==> src/rtl/jts18_pri_sweep.sv <==
// Priority-permutation sweeper: drives W lanes out in one of W! orders, stepping
// through the orders in Lehmer sequence by frame-counted auto-run or button steps.
module jts18_pri_sweep #(
  parameter int W    = 5,
  parameter int VBLS = 180
) (
  input  logic         clk,
  input  logic         rst,
  input  logic         LVBL,
  input  logic [1:0]   buttons,
  input  logic [7:0]   debug_bus,
  input  logic [W-1:0] busin,
  output logic [W-1:0] busout,
  output logic [9:0]   perm_idx,
  output logic         busy,
  output logic [7:0]   st_show
);

  function automatic int fact(input int n);
    int r;
    r = 1;
    for (int k = 2; k <= n; k++) r = r * k;
    return r;
  endfunction

  localparam int NPERM = fact(W);

  // Position of the n-th (0-based) lowest set bit of the free-lane pool.
  function automatic logic [2:0] sel_nth(input logic [W-1:0] pool, input logic [2:0] n);
    logic [2:0] cnt;
    logic [2:0] r;
    logic       found;
    cnt   = '0;
    r     = '0;
    found = 1'b0;
    for (int j = 0; j < W; j++) begin
      if (pool[j] && !found) begin
        if (cnt == n) begin
          r     = 3'(j);
          found = 1'b1;
        end else begin
          cnt = cnt + 3'd1;
        end
      end
    end
    return r;
  endfunction

  function automatic logic lane(input logic [W-1:0] b, input logic [2:0] s);
    logic r;
    r = 1'b0;
    for (int j = 0; j < W; j++)
      if (s == 3'(j)) r = b[j];
    return r;
  endfunction

  typedef enum logic [1:0] {S_IDLE, S_DEC, S_COMMIT} state_t;

  state_t       state_q, state_d;
  logic [2:0]   c_q    [W];
  logic [2:0]   c_d    [W];
  logic [2:0]   map_q  [W];
  logic [2:0]   map_d  [W];
  logic [2:0]   nmap_q [W];
  logic [2:0]   nmap_d [W];
  logic [W-1:0] pool_q, pool_d;
  logic [2:0]   pos_q, pos_d;
  logic [9:0]   idx_q, idx_d;
  logic         run_q, run_d;
  logic         pend_q, pend_d;
  logic [7:0]   fcnt_q, fcnt_d;
  logic [1:0]   btn_l_q;
  logic         lvbl_l_q;
  logic [W-1:0] busout_q, busout_d;

  logic [1:0]   press;
  logic         clr, frame, frame_wrap, step_req, advance, carry;
  logic [2:0]   dig, sel;
  logic         dbg_unused;

  assign press      = btn_l_q & ~buttons;
  assign clr        = (buttons == 2'b00);
  assign frame      = ~lvbl_l_q & LVBL;
  assign frame_wrap = frame && (fcnt_q == 8'(VBLS - 1));
  assign step_req   = (press[1] & ~run_q) | (frame_wrap & run_q);
  assign dbg_unused = ^{debug_bus[7], debug_bus[5:1]};

  always_comb begin
    state_d = state_q;
    c_d     = c_q;
    map_d   = map_q;
    nmap_d  = nmap_q;
    pool_d  = pool_q;
    pos_d   = pos_q;
    idx_d   = idx_q;
    run_d   = run_q;
    pend_d  = pend_q;
    fcnt_d  = fcnt_q;
    advance = 1'b0;
    carry   = 1'b1;
    dig     = '0;
    sel     = '0;

    if (clr) begin
      state_d = S_IDLE;
      idx_d   = '0;
      run_d   = 1'b0;
      pend_d  = 1'b0;
      fcnt_d  = '0;
      pos_d   = '0;
      for (int k = 0; k < W; k++) begin
        c_d[k]   = '0;
        map_d[k] = 3'(k);
      end
    end else begin
      if (press[0]) run_d = ~run_q;
      if (frame) fcnt_d = frame_wrap ? 8'd0 : fcnt_q + 8'd1;

      if (state_q == S_IDLE && (step_req || pend_q)) begin
        advance = 1'b1;
        pend_d  = 1'b0;
      end else if (step_req) begin
        pend_d = 1'b1;
      end

      // Mixed-radix step: c[i] has radix W-i, the last digit is always zero.
      if (advance) begin
        for (int i = W - 2; i >= 0; i--) begin
          if (carry) begin
            if (!debug_bus[6]) begin
              if (c_q[i] == 3'(W - 1 - i)) c_d[i] = '0;
              else begin
                c_d[i] = c_q[i] + 3'd1;
                carry  = 1'b0;
              end
            end else begin
              if (c_q[i] == 3'd0) c_d[i] = 3'(W - 1 - i);
              else begin
                c_d[i] = c_q[i] - 3'd1;
                carry  = 1'b0;
              end
            end
          end
        end
        if (!debug_bus[6])
          idx_d = (idx_q == 10'(NPERM - 1)) ? 10'd0 : idx_q + 10'd1;
        else
          idx_d = (idx_q == 10'd0) ? 10'(NPERM - 1) : idx_q - 10'd1;
        state_d = S_DEC;
        pos_d   = '0;
        pool_d  = '1;
      end

      case (state_q)
        S_DEC: begin
          for (int k = 0; k < W; k++)
            if (pos_q == 3'(k)) dig = c_q[k];
          sel = sel_nth(pool_q, dig);
          for (int k = 0; k < W; k++) begin
            if (pos_q == 3'(k)) nmap_d[k] = sel;
            if (sel == 3'(k))   pool_d[k] = 1'b0;
          end
          if (pos_q == 3'(W - 1)) state_d = S_COMMIT;
          else                    pos_d   = pos_q + 3'd1;
        end
        S_COMMIT: begin
          map_d   = nmap_q;
          state_d = S_IDLE;
        end
        default: ;
      endcase
    end

    for (int i = 0; i < W; i++) busout_d[i] = lane(busin, map_q[i]);
  end

  always_ff @(posedge clk) begin
    if (rst) begin
      state_q  <= S_IDLE;
      pos_q    <= '0;
      idx_q    <= '0;
      run_q    <= 1'b0;
      pend_q   <= 1'b0;
      fcnt_q   <= '0;
      btn_l_q  <= 2'b11;
      lvbl_l_q <= 1'b1;
      busout_q <= '0;
      for (int k = 0; k < W; k++) begin
        c_q[k]   <= '0;
        map_q[k] <= 3'(k);
      end
    end else begin
      state_q  <= state_d;
      pos_q    <= pos_d;
      idx_q    <= idx_d;
      run_q    <= run_d;
      pend_q   <= pend_d;
      fcnt_q   <= fcnt_d;
      btn_l_q  <= buttons;
      lvbl_l_q <= LVBL;
      busout_q <= busout_d;
      c_q      <= c_d;
      map_q    <= map_d;
    end
  end

  // Decode scratch: only meaningful while a decode is in flight.
  always_ff @(posedge clk) begin
    nmap_q <= nmap_d;
    pool_q <= pool_d;
  end

  assign busout   = busout_q;
  assign perm_idx = idx_q;
  assign busy     = (state_q != S_IDLE);
  assign st_show  = debug_bus[0] ? {run_q, busy, pend_q, fcnt_q[4:0]} : idx_q[7:0];

endmodule

==> config.mk <==
export PLATFORM = sky130hd
export DESIGN_NAME = jts18_pri_sweep
export DESIGN_NICKNAME = d
export VERILOG_FILES = /design/src/rtl/jts18_pri_sweep.sv
export SDC_FILE = /design/constraint.sdc
export NUM_CORES = 1
export LEC_CHECK = 0
export ABC_AREA = 0
export CORE_ASPECT_RATIO = 1.2
export CORE_UTILIZATION = 63
export DETAILED_ROUTE_END_ITERATION = 6
export GPL_TIMING_DRIVEN = 0
export HOLD_SLACK_MARGIN = 0.12
export PLACE_DENSITY_LB_ADDON = 0.3
export SLEW_MARGIN = 0
export SYNTH_ARGS = -nofsm -noshare
export SYNTH_HDL_FRONTEND = slang
export SYNTH_SLANG_ARGS = --single-unit
export TNS_END_PERCENT = 5
==> constraint.sdc <==
create_clock -name clk -period 7.3 [get_ports clk]
set_input_delay 1.095 -clock clk [delete_from_list [all_inputs] [get_ports clk]]
set_output_delay 1.095 -clock clk [all_outputs]
set_load 0.02 [all_outputs]
==> results_tabular.tex, run 1 <==
\begin{tabular}{lr}
\hline
Metric & Value \\
\hline
\multicolumn{2}{l}{\textbf{Timing}} \\
\quad Tightest slew margin relative to the limit & 51.2\% \\
\quad Sum of negative setup slack & 0 ps \\
\quad Post-route clock skew & 13.1 ps \\
\quad Final hold vios & 0 \\
\quad Slew @ Worst Pin & 724 ps \\
\quad Unrepaired setup endpoints after global routing & no \\
\quad Setup ws final & 2240 ps \\
\quad Setup violation total in the final timing report & 0 \\
\quad Max Transition Viols Final & 0 \\
\quad Ratio of final minimum period to clock period & 69.3\% \\
\quad Final critical path time including I/O delays and setup & 5060 ps \\
\quad FMAX & 198 MHz \\
\multicolumn{2}{l}{\textbf{Place}} \\
\quad Number of input and output port buffers inserted & 33 \\
\quad Placed instance area & 5520 sq um \\
\quad Setup slack at placement & 2320 ps \\
\quad Global placer's final weighted congestion & 0.939 \\
\quad Half-perimeter wire length after detailed placement & 8960 microns \\
\multicolumn{2}{l}{\textbf{Clocking}} \\
\quad Maximum buffer depth of the clock tree & 2 \\
\quad Clock root buffer master & sky130\_fd\_sc\_hd\_\_clkbuf\_8 \\
\quad Clk sinks & 80 \\
\quad TritonCTS clock tree & built \\
\quad Post-cts sizing count & 0 \\
\quad Post-CTS clock slew at the launch and capture registers of the worst setup and hold paths & 100 ps \\
\quad H-tree depth reported by CTS & 3 \\
\quad CTS Buf Count & 9 \\
\quad Post-CTS setup buffer count & 0 \\
\quad Clock insertion delay at the later pin of the skew report & 360 ps \\
\quad Hold bufs inserted after CTS & 0 \\
\multicolumn{2}{l}{\textbf{Critical path}} \\
\quad Arrival time at the worst endpoint & 5240 ps \\
\quad Worst reg2reg path endpoint & nmap\_q[5] \\
\quad Setup crit start & pos\_q[0] \\
\quad Setup crit end kind & flop \\
\quad Register-to-register setup slack & 2240 ps \\
\quad Reg-to-reg startpoint & pos\_q[0] \\
\quad Worst setup path class & flop to flop \\
\quad Req. time, crit path & 7490 ps \\
\quad Max FO, Critical Path & 10 \\
\quad Startpoint class of the critical path & flop \\
\quad Number of cells on the worst reg-to-reg path & 20 \\
\multicolumn{2}{l}{\textbf{GRT}} \\
\quad Global-route wire length before repair & 20400 microns \\
\quad Largest net degree at the start of global routing & 15 \\
\quad Total global routing overflow & 0 \\
\quad Number of antenna violations at the first check in global routing & 0 \\
\quad Total global routing track utilization & 30.4\% \\
\quad Number of global-route vias before repair & 4330 \\
\multicolumn{2}{l}{\textbf{Logic synthesis}} \\
\quad Area share of the largest cell type after synthesis & 23.7\% \\
\quad Number of warnings reported in the yosys synthesis log & 0 \\
\quad Largest area contributor in the netlist & sky130\_fd\_sc\_hd\_\_dfxtp\_1 \\
\quad Commonest cells in the netlist & sky130\_fd\_sc\_hd\_\_nor2\_1 (74), sky130\_fd\_sc\_hd\_\_dfxtp\_1 (60), sky130\_fd\_sc\_hd\_\_nand2\_1 (44), sky130\_fd\_sc\_hd\_\_a21oi\_1 (35), sky130\_fd\_sc\_hd\_\_inv\_1 (29) \\
\quad Async S/R FF share, synth & 0\% \\
\quad Synthesized netlist cell count & 570 \\
\quad Mapped Nets & 616 \\
\quad Ranking of synthesized cells by area & sky130\_fd\_sc\_hd\_\_dfxtp\_1 (24\%), sky130\_fd\_sc\_hd\_\_edfxtp\_1 (12\%), sky130\_fd\_sc\_hd\_\_ha\_1 (6.9\%), sky130\_fd\_sc\_hd\_\_nor2\_1 (5.5\%), sky130\_fd\_sc\_hd\_\_mux2i\_1 (4.5\%) \\
\quad Cell area after technology mapping & 5070 sq um \\
\quad Count of distinct cell types in the synthesized netlist & 83 \\
\quad Most frequent cell after synthesis & sky130\_fd\_sc\_hd\_\_nor2\_1 \\
\quad Fraction of the yosys area taken by sequential cells & 35.5\% \\
\quad Main flop type after synthesis & sky130\_fd\_sc\_hd\_\_dfxtp\_1 \\
\quad Synthesis-stage register bit count & 80 \\
\quad Post-synthesis average cell area & 8.90 sq um \\
\quad Number of enable-type register cells in the synthesized netlist & 20 \\
\multicolumn{2}{l}{\textbf{Drt}} \\
\quad Vias per cell & 6.42 \\
\quad Routed length per placed instance & 17.1 microns \\
\quad First drt pass iteration count & 7 \\
\quad Detailed Route Iter0 Violations & 410 \\
\quad Via total after detailed routing & 4568 \\
\quad Post-route DRC violation count & 8 \\
\quad Routed wire length & 12200 microns \\
\quad Routed Antenna Nets & 0 \\
\multicolumn{2}{l}{\textbf{Finish}} \\
\quad Relative area change from synthesis to final layout & 13.0\% \\
\quad Final core utilization & 73.9\% \\
\quad Fraction of final layout cells sized beyond drive strength 1 & 9.85\% \\
\quad Final Cell Area & 5730 sq um \\
\quad Number of diodes & 0 \\
\quad Net count of the finished layout & 660 \\
\quad Filler cells & 553 \\
\multicolumn{2}{l}{\textbf{Floorplan}} \\
\quad Starting Density & 65.5\% \\
\quad Die Ht & 100 microns \\
\quad Count of boundary I/O pins & 42 \\
\quad Overall die area & 8420 sq um \\
\quad Number of cell rows & 35 \\
\quad Width of the die & 83.9 microns \\
\quad Placeable Area & 7750 sq um \\
\multicolumn{2}{l}{\textbf{Power}} \\
\quad Total leakage power & 2.06 nW \\
\quad IR drop worst, VDD & 0.0941 mV \\
\quad Total power consumption of the routed design & 0.00107 W \\
\quad Total power divided by cell area & 187 nW/um\^{}2 \\
\multicolumn{2}{l}{\textbf{Run status}} \\
\quad Failing checks & design-rule violations \\
\quad Status & finished, violations left \\
\multicolumn{2}{l}{\textbf{Min path}} \\
\quad Hold Path Stages & 2 \\
\quad Hold Crit Class & flop to flop \\
\quad Launch instance of the worst min-delay path & nmap\_q[7] \\
\quad Capture endpoint of the worst hold path & map\_q[7] \\
\multicolumn{2}{l}{\textbf{Job}} \\
\quad Max-cap violation count & 0 \\
\hline
\end{tabular}
through the flow:
stage / hold WS [ps] / std cells
2_1_floorplan: 438 / 570
3_3_place_gp: 447 / 695
3_5_place_dp: 451 / 695
4_1_cts: 472 / 711
5_1_grt: 503 / 711
6_report: 477 / 711
critical path, cell delays in order (launching register included):
cell	delay, ps
sky130_fd_sc_hd__dfxtp_1	340
sky130_fd_sc_hd__ha_1	210
sky130_fd_sc_hd__ha_1	250
sky130_fd_sc_hd__a21bo_1	220
sky130_fd_sc_hd__buf_6	130
sky130_fd_sc_hd__a2bb2oi_1	290
sky130_fd_sc_hd__nor2_1	170
sky130_fd_sc_hd__nor3_1	280
sky130_fd_sc_hd__nor2b_1	90
sky130_fd_sc_hd__ha_1	330
sky130_fd_sc_hd__mux2i_1	380
sky130_fd_sc_hd__o21ai_1	180
sky130_fd_sc_hd__a31oi_2	310
sky130_fd_sc_hd__o31ai_4	120
sky130_fd_sc_hd__mux2_4	320
sky130_fd_sc_hd__ha_1	320
sky130_fd_sc_hd__nor2_1	70
sky130_fd_sc_hd__nand3b_1	140
sky130_fd_sc_hd__or3_1	290
sky130_fd_sc_hd__o21ai_0	130
sky130_fd_sc_hd__and3_1	310
power by group:
group | leakage (nW) | switching, W | total (W) | internal (W)
clock network | 0.106 | 0.000177 | 0.000357 | 0.000180
logic | 1.28 | 0.000138 | 0.000228 | 0.0000902
registers | 0.673 | 0.0000156 | 0.000486 | 0.000470
placed cells by master (no fill, tap or decap), drive strengths merged, types with 20 or more instances in the layout:
cell	Yosys	layout
a21oi	38	38
clkbuf	24	34
clkdlybuf4s50	0	33
dfxtp	60	60
edfxtp	20	20
ha	28	28
inv	29	31
mux2i	23	23
nand2	45	45
nor2	75	75
o21ai	22	22
registers in the layout, indices dropped and copies added, names as in the netlist:
| name | flops |
|---|---|
| fcnt_q | 8 |
| pool_q | 5 |
| state_q | 2 |
| pos_q | 3 |
| pend_q | 1 |
| perm_idx | 10 |
| lvbl_l_q | 1 |
| map_q | 15 |
| c_q | 12 |
| run_q | 1 |
| busout | 5 |
| nmap_q | 15 |
| btn_l_q | 2 |
layout make-up:
class | count | area [sq um] | area share, %
multi-input cells | 433 | 3040 | 53.1
flip-flops and latches | 80 | 1800 | 31.4
repair buffers | 33 | 330 | 5.76
clock buffers | 10 | 149 | 2.60
plain buffers | 28 | 121 | 2.12
well taps | 92 | 115 | 2.01
inverters | 29 | 109 | 1.90
clock inverters | 6 | 63.8 | 1.11
per-layer routing:
layer	up-vias	track usage, %	part of all wire [%]
met4	0	12.3	2.2
li1	2168	-	-
met2	192	52.3	50
met5	-	0	0
met3	31	5.67	6.2
met1	2177	37.7	42
kinds of logic (layout without fill, tap and decap cells):
family	Yosys count	after routing	share of synthesized area, %
simple gates	214	214	20.7
buf+inv	57	106	4.54
flops	80	80	35.5
compound gates	139	139	20.7
mux	39	39	9.35
xor+xnor	13	13	2.24
fa+ha+maj	28	28	6.91
worst max path at each step:
stage,end,slack (ps),depth (start not counted)
2_1_floorplan,pool_q[4],2880,20
3_3_place_gp,nmap_q[5],2370,20
3_5_place_dp,nmap_q[5],2320,20
4_1_cts,nmap_q[2],2270,20
5_1_grt,nmap_q[8],1760,20
6_report,nmap_q[5],2240,20
(Power assumes the default switching activity.)
==> inputs of run 2 (changes only) <==
--- a/config.mk
+++ b/config.mk
@@ -7,7 +7,7 @@
 export LEC_CHECK = 0
 export ABC_AREA = 0
 export CORE_ASPECT_RATIO = 1.2
-export CORE_UTILIZATION = 63
+export CORE_UTILIZATION = 59
 export DETAILED_ROUTE_END_ITERATION = 6
 export GPL_TIMING_DRIVEN = 0
 export HOLD_SLACK_MARGIN = 0.12
==> constraint.sdc (replaced) <==
create_clock -name clk -period 5.1 [get_ports clk]
set_input_delay 0.765 -clock clk [delete_from_list [all_inputs] [get_ports clk]]
set_output_delay 0.765 -clock clk [all_outputs]
set_load 0.02 [all_outputs]
==> run 2 against run 1 <==
First-iteration DRC count shrank 38%. Final cell count grew 3.1%. Wire length shrank 4.1%. Clock skew shrank 5.6 ps. Largest power group unchanged. The run now ends clean. Register-to-register slack lost 2000 ps. Critical path depth shrank 1. Non-clock buffer count is the same. Sequential cell count is the same. Sequential share of layout area shrank 0.10 points. Largest cell class unchanged.
==> results_tabular.tex, run 2 (synthesized netlist as in run 1, its figures left out) <==
\begin{tabular}{lr}
\hline
Metric & Value \\
\hline
\multicolumn{2}{l}{\textbf{Run status}} \\
\quad Status & complete, no violations \\
\multicolumn{2}{l}{\textbf{Drt}} \\
\quad Via total after detailed routing & 4366 \\
\quad Vias per cell & 5.96 \\
\quad Routed length per placed instance & 15.9 microns \\
\quad Post-route DRC violation count & 0 \\
\quad Detailed Route Iter0 Violations & 253 \\
\quad First drt pass iteration count & 5 \\
\quad Routed wire length & 11700 microns \\
\quad Routed Antenna Nets & 0 \\
\multicolumn{2}{l}{\textbf{Critical path}} \\
\quad List of cells traversed by the critical path & ha\_1 > ha\_1 > a21bo\_1 > buf\_6 > o2bb2ai\_1 > a22oi\_1 > o21ai\_0 > ha\_1 > mux2i\_2 > o21ai\_1 > a31oi\_2 > o31ai\_4 > mux2\_4 > ha\_1 > nor2\_1 > nand3b\_1 > or3\_1 > o21ai\_0 > and3\_1 \\
\quad Startpoint class of the critical path & flop \\
\quad Max FO, Critical Path & 10 \\
\quad Setup crit end kind & flop \\
\quad Arrival time at the worst endpoint & 5050 ps \\
\quad CP max stage delay & 400 ps \\
\quad Cell seen most often among critical-path stages & sky130\_fd\_sc\_hd\_\_ha\_1 \\
\quad Critical Path Slowest Stage Cell & sky130\_fd\_sc\_hd\_\_dfxtp\_1 \\
\quad Reg-to-reg startpoint & pos\_q[0] \\
\quad Setup crit start & pos\_q[0] \\
\quad Worst setup path class & flop to flop \\
\quad Req. time, crit path & 5280 ps \\
\multicolumn{2}{l}{\textbf{GRT}} \\
\quad Number of antenna violations at the first check in global routing & 0 \\
\quad Number of global-route vias before repair & 4055 \\
\quad Total global routing track utilization & 26.8\% \\
\quad Global-route wire length before repair & 19100 microns \\
\quad Largest net degree at the start of global routing & 14 \\
\quad Total global routing overflow & 0 \\
\multicolumn{2}{l}{\textbf{Clocking}} \\
\quad Clock insertion delay at the later pin of the skew report & 350 ps \\
\quad Post-CTS clock slew at the launch and capture registers of the worst setup and hold paths & 80 ps \\
\quad Clk sinks & 80 \\
\quad H-tree depth reported by CTS & 3 \\
\quad Maximum buffer depth of the clock tree & 2 \\
\quad Hold bufs inserted after CTS & 0 \\
\quad TritonCTS clock tree & built \\
\quad Clock root buffer master & sky130\_fd\_sc\_hd\_\_clkbuf\_8 \\
\quad CTS Buf Count & 9 \\
\multicolumn{2}{l}{\textbf{Floorplan}} \\
\quad Width of the die & 86.7 microns \\
\quad Number of cell rows & 36 \\
\quad Count of boundary I/O pins & 42 \\
\quad Starting Density & 61.6\% \\
\quad Die Ht & 104 microns \\
\quad Placeable Area & 8240 sq um \\
\quad Overall die area & 8980 sq um \\
\multicolumn{2}{l}{\textbf{Finish}} \\
\quad Fraction of final layout cells sized beyond drive strength 1 & 10.2\% \\
\quad Highest-count cells in the layout ignoring fill and taps & sky130\_fd\_sc\_hd\_\_nor2\_1 (74), sky130\_fd\_sc\_hd\_\_dfxtp\_1 (60), sky130\_fd\_sc\_hd\_\_nand2\_1 (44), sky130\_fd\_sc\_hd\_\_a21oi\_1 (35), sky130\_fd\_sc\_hd\_\_clkdlybuf4s50\_1 (33) \\
\quad Non-filler instance count after layout & 733 \\
\quad Final Cell Area & 5750 sq um \\
\quad Relative area change from synthesis to final layout & 13.3\% \\
\quad Registers with the most flip-flops & map\_q (15), nmap\_q (15), c\_q (12) \\
\quad Number of diodes & 0 \\
\quad Most common cell after layout, fill and taps aside & sky130\_fd\_sc\_hd\_\_nor2\_1 \\
\quad Net count of the finished layout & 660 \\
\multicolumn{2}{l}{\textbf{Min path}} \\
\quad Launch instance of the worst min-delay path & nmap\_q[2] \\
\quad Hold Crit Class & flop to flop \\
\multicolumn{2}{l}{\textbf{Timing}} \\
\quad Setup ws final & 228 ps \\
\quad Unrepaired setup endpoints after global routing & no \\
\quad Setup violation total in the final timing report & 0 \\
\quad Max Transition Viols Final & 0 \\
\quad FMAX & 205 MHz \\
\quad Ratio of final minimum period to clock period & 95.5\% \\
\quad Sum of negative setup slack & 0 ps \\
\quad Final critical path time including I/O delays and setup & 4870 ps \\
\quad Tightest slew margin relative to the limit & 53.0\% \\
\quad Slew @ Worst Pin & 697 ps \\
\quad Final hold vios & 0 \\
\quad Post-route clock skew & 7.46 ps \\
\multicolumn{2}{l}{\textbf{Power}} \\
\quad IR drop worst, VDD & 0.124 mV \\
\quad Total power consumption of the routed design & 0.00148 W \\
\quad Total leakage power & 2.05 nW \\
\quad Total power divided by cell area & 258 nW/um\^{}2 \\
\multicolumn{2}{l}{\textbf{Place}} \\
\quad Number of input and output port buffers inserted & 33 \\
\quad Global placer's final weighted congestion & 0.937 \\
\quad Setup slack at placement & 106 ps \\
\quad Half-perimeter wire length after detailed placement & 8760 microns \\
\quad DP Cell Count & 717 \\
\quad Placed instance area & 5550 sq um \\
\multicolumn{2}{l}{\textbf{Job}} \\
\quad Max-cap violation count & 0 \\
\hline
\end{tabular}
-- run 2: changes by cell type in the layout (fill, tap and decap cells not counted), sizes merged --
cell,change
clkinv,+2
inv,-2
clkbuf,+1
clkinvlp,-1
-- run 2: critical path: cells and delay by family, from the launching register on --
| family | cells | cell delay, ps |
|---|---|---|
| buffers and inverters | 1 | 130 |
| flip-flops | 1 | 400 |
| AO/OA/AOI/OAI | 8 | 1690 |
| multiplexers | 2 | 610 |
| adder cells (fa/ha/maj) | 4 | 1040 |
| AND/OR/NAND/NOR | 4 | 830 |
-- run 2: path summary, 6_finish.rpt --
kind              depth (start not counted)         to  slack, ps
setup / recovery                         19  nmap_q[8]        230
hold reg to reg                           2   map_q[2]        480
setup reg to reg                         19  nmap_q[8]        230
hold / removal                            2   map_q[2]        480
-- run 2: final cells by class --
type                            instances  area, sq um
Clock buffer                           11          131
Tap cell                              114          143
Fill cell                             668         2490
Timing Repair Buffer                   33          330
Multi-Input combinational cell        433         3060
Sequential cell                        80         1800
Clock inverter                          5         57.6
Inverter                               29          109
Buffer                                 28          121
-- run 2: timing repair --
action | 4_1_cts | 5_1_grt
setup buffers | 0 | 0
resized for setup | 0 | 3
setup endpoints to repair | 0 | 7
-- run 2: layer usage --
| metal | vias up | share of wire, % | GRT usage [%] |
|---|---|---|---|
| met3 | 15 | 4.5 | 3.82 |
| met2 | 115 | 50 | 46.3 |
| met5 | - | 0 | 0 |
| li1 | 2161 | - | - |
| met4 | 0 | 1.4 | 8.21 |
| met1 | 2075 | 44 | 34.3 |
-- run 2: through the flow --
stage | hold slack (ps) | utilization [%]
floorplan | 438 | -
finish | 483 | 69.8
CTS | 482 | 69.6
global route | 515 | 69.8
global placement | 448 | 67.3
detailed placement | 461 | 67.3
-- run 2: power by group --
part	total [W]	internal, W	switching (W)
Sequential	0.000696	0.000673	0.0000227
Combinational	0.000324	0.000130	0.000194
Clock	0.000461	0.000227	0.000234
Total	0.00148	0.00103	0.000451
==> inputs of run 3 (changes only) <==
==> constraint.sdc (replaced) <==
create_clock -name clk -period 4.6 [get_ports clk]
set_input_delay 0.46 -clock clk [delete_from_list [all_inputs] [get_ports clk]]
set_output_delay 0.46 -clock clk [all_outputs]
set_load 0.02 [all_outputs]
==> run 3 against run 2 <==
Register-to-register slack worse by 120 ps. Largest power group unchanged. Core utilization is 3.1 points higher. Global-route usage grew 0.23 points. Maximum frequency is 8.5% higher. Final area grew 4.4%. Clock power is 10% higher.
==> results_tabular.tex, run 3 (synthesized netlist as in run 1, its figures left out) <==
\begin{tabular}{lr}
\hline
Metric & Value \\
\hline
\multicolumn{2}{l}{\textbf{Critical path}} \\
\quad Register-to-register setup slack & 110 ps \\
\quad Max FO, Critical Path & 8 \\
\quad Startpoint class of the critical path & flop \\
\quad Req. time, crit path & 4680 ps \\
\quad Setup crit end kind & flop \\
\quad Arrival time at the worst endpoint & 4570 ps \\
\quad Worst setup path class & flop to flop \\
\multicolumn{2}{l}{\textbf{Floorplan}} \\
\quad Width of the die & 86.7 microns \\
\quad Die Ht & 104 microns \\
\quad Starting Density & 61.6\% \\
\quad Number of cell rows & 36 \\
\quad Placeable Area & 8240 sq um \\
\quad Count of boundary I/O pins & 42 \\
\quad Overall die area & 8980 sq um \\
\multicolumn{2}{l}{\textbf{Drt}} \\
\quad Post-route DRC violation count & 0 \\
\quad Vias per cell & 6.10 \\
\quad Routed length per placed instance & 16.7 microns \\
\quad Via total after detailed routing & 4543 \\
\quad First drt pass iteration count & 5 \\
\quad Detailed Route Iter0 Violations & 357 \\
\quad Routed wire length & 12400 microns \\
\quad Routed Antenna Nets & 0 \\
\multicolumn{2}{l}{\textbf{Finish}} \\
\quad Net count of the finished layout & 672 \\
\quad Highest-count cells in the layout ignoring fill and taps & sky130\_fd\_sc\_hd\_\_nor2\_1 (71), sky130\_fd\_sc\_hd\_\_dfxtp\_1 (58), sky130\_fd\_sc\_hd\_\_nand2\_1 (44), sky130\_fd\_sc\_hd\_\_a21oi\_1 (35), sky130\_fd\_sc\_hd\_\_clkdlybuf4s50\_1 (33) \\
\quad Registers with the most flip-flops & map\_q (15), nmap\_q (15), c\_q (12) \\
\quad Final core utilization & 72.9\% \\
\quad Number of diodes & 0 \\
\quad Fraction of final layout cells sized beyond drive strength 1 & 15.2\% \\
\quad Storage cell area & 1800 sq um \\
\quad Non-filler instance count after layout & 745 \\
\quad Most common cell after layout, fill and taps aside & sky130\_fd\_sc\_hd\_\_nor2\_1 \\
\quad Final Cell Area & 6010 sq um \\
\quad Filler cells & 622 \\
\quad Area of the multi-input gates & 3210 sq um \\
\quad Relative area change from synthesis to final layout & 18.4\% \\
\multicolumn{2}{l}{\textbf{GRT}} \\
\quad Largest net degree at the start of global routing & 14 \\
\quad Total global routing overflow & 0 \\
\quad Total global routing track utilization & 27.1\% \\
\quad Number of antenna violations at the first check in global routing & 0 \\
\quad Number of global-route vias before repair & 4099 \\
\quad Global-route wire length before repair & 19300 microns \\
\multicolumn{2}{l}{\textbf{Place}} \\
\quad Number of input and output port buffers inserted & 33 \\
\quad Global placer's final weighted congestion & 0.937 \\
\quad DP Cell Count & 717 \\
\quad Placed instance area & 5550 sq um \\
\quad Half-perimeter wire length after detailed placement & 8760 microns \\
\multicolumn{2}{l}{\textbf{Timing}} \\
\quad Max Transition Viols Final & 0 \\
\quad Post-route clock skew & 6.75 ps \\
\quad Final hold vios & 0 \\
\quad Sum of negative setup slack & 0 ps \\
\quad Final critical path time including I/O delays and setup & 4490 ps \\
\quad Tightest slew margin relative to the limit & 51.4\% \\
\quad Setup violation total in the final timing report & 0 \\
\quad Ratio of final minimum period to clock period & 97.6\% \\
\quad FMAX & 223 MHz \\
\quad Slew @ Worst Pin & 721 ps \\
\multicolumn{2}{l}{\textbf{Clocking}} \\
\quad Hold bufs inserted after CTS & 0 \\
\quad Clock root buffer master & sky130\_fd\_sc\_hd\_\_clkbuf\_8 \\
\quad Post-CTS clock slew at the launch and capture registers of the worst setup and hold paths & 80 ps \\
\quad Maximum buffer depth of the clock tree & 2 \\
\quad Clk sinks & 80 \\
\quad H-tree depth reported by CTS & 3 \\
\quad CTS Buf Count & 9 \\
\quad Clock insertion delay at the later pin of the skew report & 350 ps \\
\quad TritonCTS clock tree & built \\
\multicolumn{2}{l}{\textbf{Run status}} \\
\quad Status & complete, no violations \\
\multicolumn{2}{l}{\textbf{Power}} \\
\quad Total power divided by cell area & 276 nW/um\^{}2 \\
\quad Total leakage power & 2.12 nW \\
\quad IR drop worst, VDD & 0.134 mV \\
\multicolumn{2}{l}{\textbf{Job}} \\
\quad Max-cap violation count & 0 \\
\multicolumn{2}{l}{\textbf{Min path}} \\
\quad Hold Crit Class & flop to flop \\
\hline
\end{tabular}
-- run 3: per-layer routing --
metal	global-route usage, %	share of wire (%)
met2	47.1	52
met4	8.21	1.4
met1	34.3	42
met5	0	0
met3	3.82	5.1
-- run 3: what timing repair did --
item	CTS	global route
pin swaps	3	7
setup endpoints to repair	7	7
buffers inserted	3	9
gates resized for setup	12	23
-- run 3: area by class of cell --
cell class              count  share of cell area [%]
well taps                 114                    2.38
plain buffers              28                    2.02
flip-flops and latches     80                    30.0
clock buffers              11                    2.19
clock inverters             5                   0.958
repair buffers             45                    7.21
multi-input cells         433                    53.4
inverters                  29                    1.81
-- run 3: metrics by stage --
| stage | power (W) | worst slack, ps | hold WS [ps] |
|---|---|---|---|
| after floorplan | 0.00103 | 184 | 438 |
| after global placement | 0.00113 | -273 | 448 |
| after detailed placement | 0.00114 | -394 | 461 |
| after CTS | 0.00165 | 1.19 | 482 |
| after global routing | 0.00173 | -29.7 | 515 |
| final | 0.00166 | 109 | 483 |
-- run 3: worst max-delay path, stage by stage (launching register included) --
cell and delay [ps]:
sky130_fd_sc_hd__dfxtp_1 340, sky130_fd_sc_hd__buf_6 140, sky130_fd_sc_hd__inv_1 80, sky130_fd_sc_hd__ha_4 190, sky130_fd_sc_hd__a21bo_1 200, sky130_fd_sc_hd__buf_6 140, sky130_fd_sc_hd__a2bb2oi_4 220, sky130_fd_sc_hd__nor2_4 80
sky130_fd_sc_hd__nor3_2 210, sky130_fd_sc_hd__nor2b_1 80, sky130_fd_sc_hd__ha_1 210, sky130_fd_sc_hd__and2_4 160, sky130_fd_sc_hd__o221a_1 140, sky130_fd_sc_hd__a311o_1 380, sky130_fd_sc_hd__o31ai_4 280, sky130_fd_sc_hd__mux2_4 350
sky130_fd_sc_hd__ha_4 270, sky130_fd_sc_hd__nor2_1 50, sky130_fd_sc_hd__nand3b_1 170, sky130_fd_sc_hd__or3_1 330, sky130_fd_sc_hd__o21ai_2 80, sky130_fd_sc_hd__a41oi_2 120
-- run 3: worst paths after layout --
check | depth (start not counted) | endpoint | startpoint
worst max register to register | 21 | pool_q[4] | pos_q[2]
worst min-delay path | 2 | map_q[2] | nmap_q[2]
worst max-delay path | 21 | pool_q[4] | pos_q[2]
worst min register to register | 2 | map_q[2] | nmap_q[2]
-- run 3: where the power goes --
part	total [W]	switching (W)	internal, W
Combinational	0.000375	0.000223	0.000153
Sequential	0.000773	0.0000269	0.000746
Clock	0.000508	0.000257	0.000251
Total	0.00166	0.000506	0.00115
